<file path="src/rtl/clk_div_ctrl_pkg.sv">
// Shared types, reset defaults and configuration validity check for clk_div_ctrl.
package clk_div_ctrl_pkg;

  localparam int unsigned DEF_CNT_W      = 16;
  localparam int unsigned DEF_PERIOD_VAL = 2;
  localparam int unsigned DEF_HIGH_VAL   = 1;
  // Struct fields are sized for the widest supported CNT_W; narrower fields are zero-extended.
  localparam int unsigned CFG_MAX_W      = 32;

  typedef enum logic [1:0] {
    StIdle,
    StPhaseDly,
    StRun,
    StDrain
  } state_e;

  typedef struct packed {
    logic [CFG_MAX_W-1:0] period;
    logic [CFG_MAX_W-1:0] high;
    logic [CFG_MAX_W-1:0] phase;
  } cfg_t;

  function automatic logic cfg_is_valid(input cfg_t c);
    return (c.period >= CFG_MAX_W'(2)) &&
           (c.high >= CFG_MAX_W'(1)) &&
           (c.high <= c.period - CFG_MAX_W'(1)) &&
           (c.phase <= c.period - CFG_MAX_W'(1));
  endfunction

endpackage

</file>
<file path="src/rtl/clk_div_cfg_shadow.sv">
// Configuration handshake, validation, error pulse and shadow/active registers.
// The shadow is copied to the active set on a period boundary, or at once when idle.
module clk_div_cfg_shadow
  import clk_div_ctrl_pkg::*;
#(
  parameter int unsigned CNT_W      = DEF_CNT_W,
  parameter int unsigned DEF_PERIOD = DEF_PERIOD_VAL,
  parameter int unsigned DEF_HIGH   = DEF_HIGH_VAL
) (
  input  logic             clk,
  input  logic             rst_n,
  input  logic             idle,
  input  logic             boundary,
  input  logic             cfg_valid,
  output logic             cfg_ready,
  input  logic [CNT_W-1:0] cfg_period,
  input  logic [CNT_W-1:0] cfg_high,
  input  logic [CNT_W-1:0] cfg_phase,
  output logic             cfg_err,
  output logic [CNT_W-1:0] act_period,
  output logic [CNT_W-1:0] act_high,
  output logic [CNT_W-1:0] act_phase
);

  cfg_t             cand;
  logic             cand_ok;
  logic             xfer;
  logic             apply;
  logic             shadow_full_q;
  logic             cfg_err_q;
  logic [CNT_W-1:0] sh_period_q, sh_high_q, sh_phase_q;
  logic [CNT_W-1:0] act_period_q, act_high_q, act_phase_q;

  always_comb begin
    cand        = '0;
    cand.period = CFG_MAX_W'(cfg_period);
    cand.high   = CFG_MAX_W'(cfg_high);
    cand.phase  = CFG_MAX_W'(cfg_phase);
  end

  assign cand_ok   = cfg_is_valid(cand);
  assign cfg_ready = !shadow_full_q;
  assign xfer      = cfg_valid && cfg_ready;
  // Idle case covers a shadow left behind by an abort from the phase delay.
  assign apply     = shadow_full_q && (boundary || idle);

  always_ff @(posedge clk or negedge rst_n) begin
    if (!rst_n) begin
      shadow_full_q <= 1'b0;
      cfg_err_q     <= 1'b0;
      sh_period_q   <= '0;
      sh_high_q     <= '0;
      sh_phase_q    <= '0;
      act_period_q  <= CNT_W'(DEF_PERIOD);
      act_high_q    <= CNT_W'(DEF_HIGH);
      act_phase_q   <= '0;
    end else begin
      cfg_err_q <= xfer && !cand_ok;
      if (apply) begin
        act_period_q  <= sh_period_q;
        act_high_q    <= sh_high_q;
        act_phase_q   <= sh_phase_q;
        shadow_full_q <= 1'b0;
      end
      // xfer implies an empty shadow, so this never collides with apply.
      if (xfer && cand_ok) begin
        if (idle) begin
          act_period_q <= cfg_period;
          act_high_q   <= cfg_high;
          act_phase_q  <= cfg_phase;
        end else begin
          sh_period_q   <= cfg_period;
          sh_high_q     <= cfg_high;
          sh_phase_q    <= cfg_phase;
          shadow_full_q <= 1'b1;
        end
      end
    end
  end

  assign cfg_err    = cfg_err_q;
  assign act_period = act_period_q;
  assign act_high   = act_high_q;
  assign act_phase  = act_phase_q;

endmodule

</file>
<file path="src/rtl/clk_div_ctrl.sv">
// Programmable, glitch-free clock waveform generator with boundary-aligned reconfiguration.
// Define CLK_DIV_CTRL_CNT_EN to add the 32-bit completed-period counter output period_cnt.
module clk_div_ctrl
  import clk_div_ctrl_pkg::*;
#(
  parameter int unsigned CNT_W      = DEF_CNT_W,
  parameter int unsigned DEF_PERIOD = DEF_PERIOD_VAL,
  parameter int unsigned DEF_HIGH   = DEF_HIGH_VAL
) (
  input  logic             clk,
  input  logic             rst_n,
  input  logic             enable,
  input  logic             cfg_valid,
  output logic             cfg_ready,
  input  logic [CNT_W-1:0] cfg_period,
  input  logic [CNT_W-1:0] cfg_high,
  input  logic [CNT_W-1:0] cfg_phase,
  output logic             clk_out,
  output logic             running,
  output logic             cfg_err
`ifdef CLK_DIV_CTRL_CNT_EN
  ,
  output logic [31:0]      period_cnt
`endif
);

  state_e           state_q;
  logic [CNT_W-1:0] cnt_q;
  logic             clk_out_q;
  logic             running_q;
  logic [CNT_W-1:0] act_period, act_high, act_phase;
  logic             in_period;
  logic             boundary;
  logic             phase_done;

  assign in_period  = (state_q == StRun) || (state_q == StDrain);
  assign boundary   = in_period && (cnt_q == act_period - CNT_W'(1));
  assign phase_done = (cnt_q == act_phase - CNT_W'(1));

  clk_div_cfg_shadow #(
    .CNT_W      (CNT_W),
    .DEF_PERIOD (DEF_PERIOD),
    .DEF_HIGH   (DEF_HIGH)
  ) u_cfg (
    .clk        (clk),
    .rst_n      (rst_n),
    .idle       (state_q == StIdle),
    .boundary   (boundary),
    .cfg_valid  (cfg_valid),
    .cfg_ready  (cfg_ready),
    .cfg_period (cfg_period),
    .cfg_high   (cfg_high),
    .cfg_phase  (cfg_phase),
    .cfg_err    (cfg_err),
    .act_period (act_period),
    .act_high   (act_high),
    .act_phase  (act_phase)
  );

  always_ff @(posedge clk or negedge rst_n) begin
    if (!rst_n) begin
      state_q   <= StIdle;
      cnt_q     <= '0;
      clk_out_q <= 1'b0;
      running_q <= 1'b0;
    end else begin
      running_q <= (state_q != StIdle);
      unique case (state_q)
        StIdle: begin
          clk_out_q <= 1'b0;
          cnt_q     <= '0;
          if (enable) state_q <= (act_phase != '0) ? StPhaseDly : StRun;
        end
        StPhaseDly: begin
          clk_out_q <= 1'b0;
          if (!enable) begin
            state_q <= StIdle;
            cnt_q   <= '0;
          end else if (phase_done) begin
            state_q <= StRun;
            cnt_q   <= '0;
          end else begin
            cnt_q <= cnt_q + CNT_W'(1);
          end
        end
        StRun, StDrain: begin
          // Output lags cnt by one edge so each period is exactly high/low cycles long.
          clk_out_q <= (cnt_q < act_high);
          if (boundary) begin
            cnt_q   <= '0;
            state_q <= enable ? StRun : StIdle;
          end else begin
            cnt_q <= cnt_q + CNT_W'(1);
            if (!enable) state_q <= StDrain;
          end
        end
        default: state_q <= StIdle;
      endcase
    end
  end

`ifdef CLK_DIV_CTRL_CNT_EN
  logic [31:0] period_cnt_q;

  always_ff @(posedge clk or negedge rst_n) begin
    if (!rst_n) begin
      period_cnt_q <= '0;
    end else if (boundary) begin
      period_cnt_q <= period_cnt_q + 32'd1;
    end
  end

  assign period_cnt = period_cnt_q;
`endif

  assign clk_out = clk_out_q;
  assign running = running_q;

endmodule

</file>
<file path="config.mk">
export PLATFORM = sky130hd
export DESIGN_NAME = clk_div_ctrl
export DESIGN_NICKNAME = d
export VERILOG_FILES = /design/src/rtl/clk_div_ctrl_pkg.sv /design/src/rtl/clk_div_cfg_shadow.sv /design/src/rtl/clk_div_ctrl.sv
export SDC_FILE = /design/constraint.sdc
export NUM_CORES = 1
export LEC_CHECK = 0
export CORE_UTILIZATION = 23
export CTS_CLUSTER_DIAMETER = 120
export DETAILED_ROUTE_END_ITERATION = 10
export RECOVER_POWER = 25
export SETUP_SLACK_MARGIN = 0.05
export SKIP_LAST_GASP = 1
export SLEW_MARGIN = 15
export SYNTH_ARGS = -nofsm -noshare
export SYNTH_HDL_FRONTEND = slang
export SYNTH_SLANG_ARGS = --single-unit
</file>
<file path="constraint.sdc">
create_clock -name clk -period 3 [get_ports clk]
set_input_delay 0.6 -clock clk [delete_from_list [all_inputs] [get_ports clk]]
set_output_delay 0.6 -clock clk [all_outputs]
set_load 0.01 [all_outputs]
</file>
==> qor.yml <==
ys_top_cells_by_count: "dfrtp_1, mux2_2, ha_1"
drc: 0
core_area_mm2: 0.03353
slew_headroom_pct: 19.36
cts_made_buffers: 17
worstSetupPathType: "in -> reg"
synth_cell_types: 62
synth_async_sr_flop_share_pct: 100.0
drive_above_1_share_pct: 39.06
die_h_um: 186.5
period_share_pct: 131.6
ir_worst_vdd_uv: 416.4
p_leak_nw: 5.013
grt_max_degree: 46
status: "complete, but fails checks"
violations: "setup timing"
grt_pass1_vias: 6458
skew_ps: 13.45
via_per_inst: 4.572
dieArea_mm2: 0.03479
drt.antenna.violating_nets: 0
worstReg2RegStart: "u_cfg.act_period[2]"
post-route-min-period_ps: 3948
synth_seq_area_share_pct: 37.74
hold_viol_final: 0
synth_enable_flop_cells: 0
worstMarginPinSlew_ps: 1210
synthFlopType: "dfrtp_1"
post_drt_wl_per_cell_um: 17.00
htree_num_levels: 4
gp_congestion: 0.8468
synthTopCellsByArea: "dfrtp_1, mux2_2, ha_1"
ys_warn_count: 0
clock_sinks: 118
n_antenna_cell: 0
crit_arrival_ps: 4250
worst_hold_path_type: "in -> async"
wl_um: 23240
fill_cells: 3393
stdcell_count: 1367
root_buffer: "clkbuf_16"
start_util_pct: 23.35
max_cap_violations: 0
path_max_fanout: 7
p_total_w: 0.008967
num_vias: 6250
utilization_pct: 32.27
max_freq_mhz: 253.3
synth_top_area_share_pct: 37.07
io_pins: 56
drt-initial-drc-count: 295
slew_violations: 0
clkTransAtPathRegs_ps: 60
synth_fp_nets: 827
grt_setup_unrepaired: "yes"
fp-row-count: 67
portBuffers: 55
end_kind: "flip-flop"
power_density_mw_per_mm2: 828.7
ctsHoldBuffers: 0
finalSetupViolCount: 98
cts_buffer_depth: 2
synth_area_mm2: 0.007831
clk_latency_ps: 420
synth.ff_latch_count: 118
syn-instance-count: 724
cp-start-kind: "input port"
required_ps: 3300
placed_cells: 1315
yosysTopAreaCell: "dfrtp_1"
globalRoute.totalOverflow: 0
die_x_um: 186.5
cp-startpoint: "cfg_period[8]"
synth_area_per_cell_um2: 10.82
antenna_found_initial: 0
area_growth_pct: 38.18
synthMostInstantiatedCell: "dfrtp_1"
postLayoutSetupSlackWorst_ps: -947.9
first_pass_iters: 5
final_nets: 1009
hpwl_um: 18010
grt_first_pass_wirelength_um: 36710
cts_tree: "done"
grtUsageTotal_pct: 13.69
placed cells by master (no fill, tap or decap), types with 17 or more instances in the layout:
cell type        netlist  layout
nand3_1               20      19
mux2_4                25      25
a21oi_1               17      17
o21ai_0               18      17
clkdlybuf4s50_1        0      42
xor2_1                24      23
inv_1                 29      27
buf_4                  1     131
nor2_1                49      47
xnor2_1               47      47
nand2_1               19      17
dfrtp_1              116     115
clkbuf_16              0      18
mux2_2               109     109
ha_1                  51      49
final timing paths:
path                                   endpoint  slack, ps  cells past startpoint
max in group asynchronous   u_cfg.act_period[1]       1640                      2
min                        u_cfg.sh_period_q[1]        420                      1
min reg2reg                u_cfg.sh_period_q[5]        500                      1
min in group clk           u_cfg.sh_period_q[5]        500                      1
max                          u_cfg.act_high[13]       -950                     17
max reg2reg                   u_cfg.act_high[6]       -100                     11
state kept, by name, indices dropped and copies added, names as in the netlist, 2 cells and up:
| register | cells |
|---|---|
| u_cfg.sh_high_q | 16 |
| u_cfg.act_period | 16 |
| u_cfg.sh_period_q | 16 |
| cnt_q | 16 |
| u_cfg.sh_phase_q | 16 |
| u_cfg.act_high | 16 |
| u_cfg.act_phase | 16 |
| state_q | 2 |
cell type report:
class | count | area (um2) | area share [%]
clock inverter | 13 | 171.4 | 1.584
inverter | 29 | 112.6 | 1.041
tap | 448 | 560.5 | 5.180
multi-input combinational | 539 | 4763 | 44.02
clock buffer | 19 | 452.9 | 4.185
timing repair buffer | 201 | 1804 | 16.67
sequential | 118 | 2957 | 27.32
through the flow:
stage / setup TNS, ps / area [um2] / worst slack (ps) / hold WS, ps
finish: -85500 / 10820 / -947.9 / 424.8
global route: -96700 / 10820 / -1086 / 517.0
CTS: -83510 / 10710 / -912.8 / 209.8
detailed placement: -166430 / 9857 / -1790 / 490.3
global placement: -160640 / 9857 / -1730 / 483.0
floorplan: -101540 / 7909 / -1160 / 304.4
logic make-up (layout without fill, tap and decap cells):
family | after synthesis | after routing | share of synthesized area (%)
and+or+nand+nor | 181 | 181 | 12.49
buffers and inverters | 67 | 262 | 3.786
xor gates and xnor gates | 71 | 71 | 7.940
muxes | 145 | 145 | 21.90
AOI/OAI and AO/OA | 91 | 91 | 7.989
adders and majority gates | 51 | 51 | 8.148
DFF | 118 | 118 | 37.74
critical path, cell delays in order:
cell and delay, ps:
buf_6 90, or4_4 580, nor2b_4 140, nor2b_4 180
nand2_2 80, xor2_2 190, ha_1 330, and3_4 160
a221o_1 300, a221o_1 290, a31oi_1 170, o31ai_2 110
a31oi_4 190, o211ai_1 180, buf_4 220, buf_12 140
mux2_4 290
power by group:
group	internal, W	switching (W)
Combinational	0.00224	0.00188
Sequential	0.00220	0.000477
Clock	0.00136	0.000812
Total	0.00580	0.00317
per-layer routing:
| metal | routed length [um] | GRT usage [%] |
|---|---|---|
| met5 | 0 | 0 |
| met4 | 754 | 5.517 |
| met3 | 998 | 2.501 |
| met2 | 11300 | 23.12 |
| met1 | 10190 | 17.17 |
timing repair:
action,4_1_cts,5_1_grt
setup endpoints to repair,98,116
cloned,2,2
buffers inserted,13,5
pin swaps,11,8
resized for setup,65,18
Note: power is estimated with default switching activity, not from simulation.
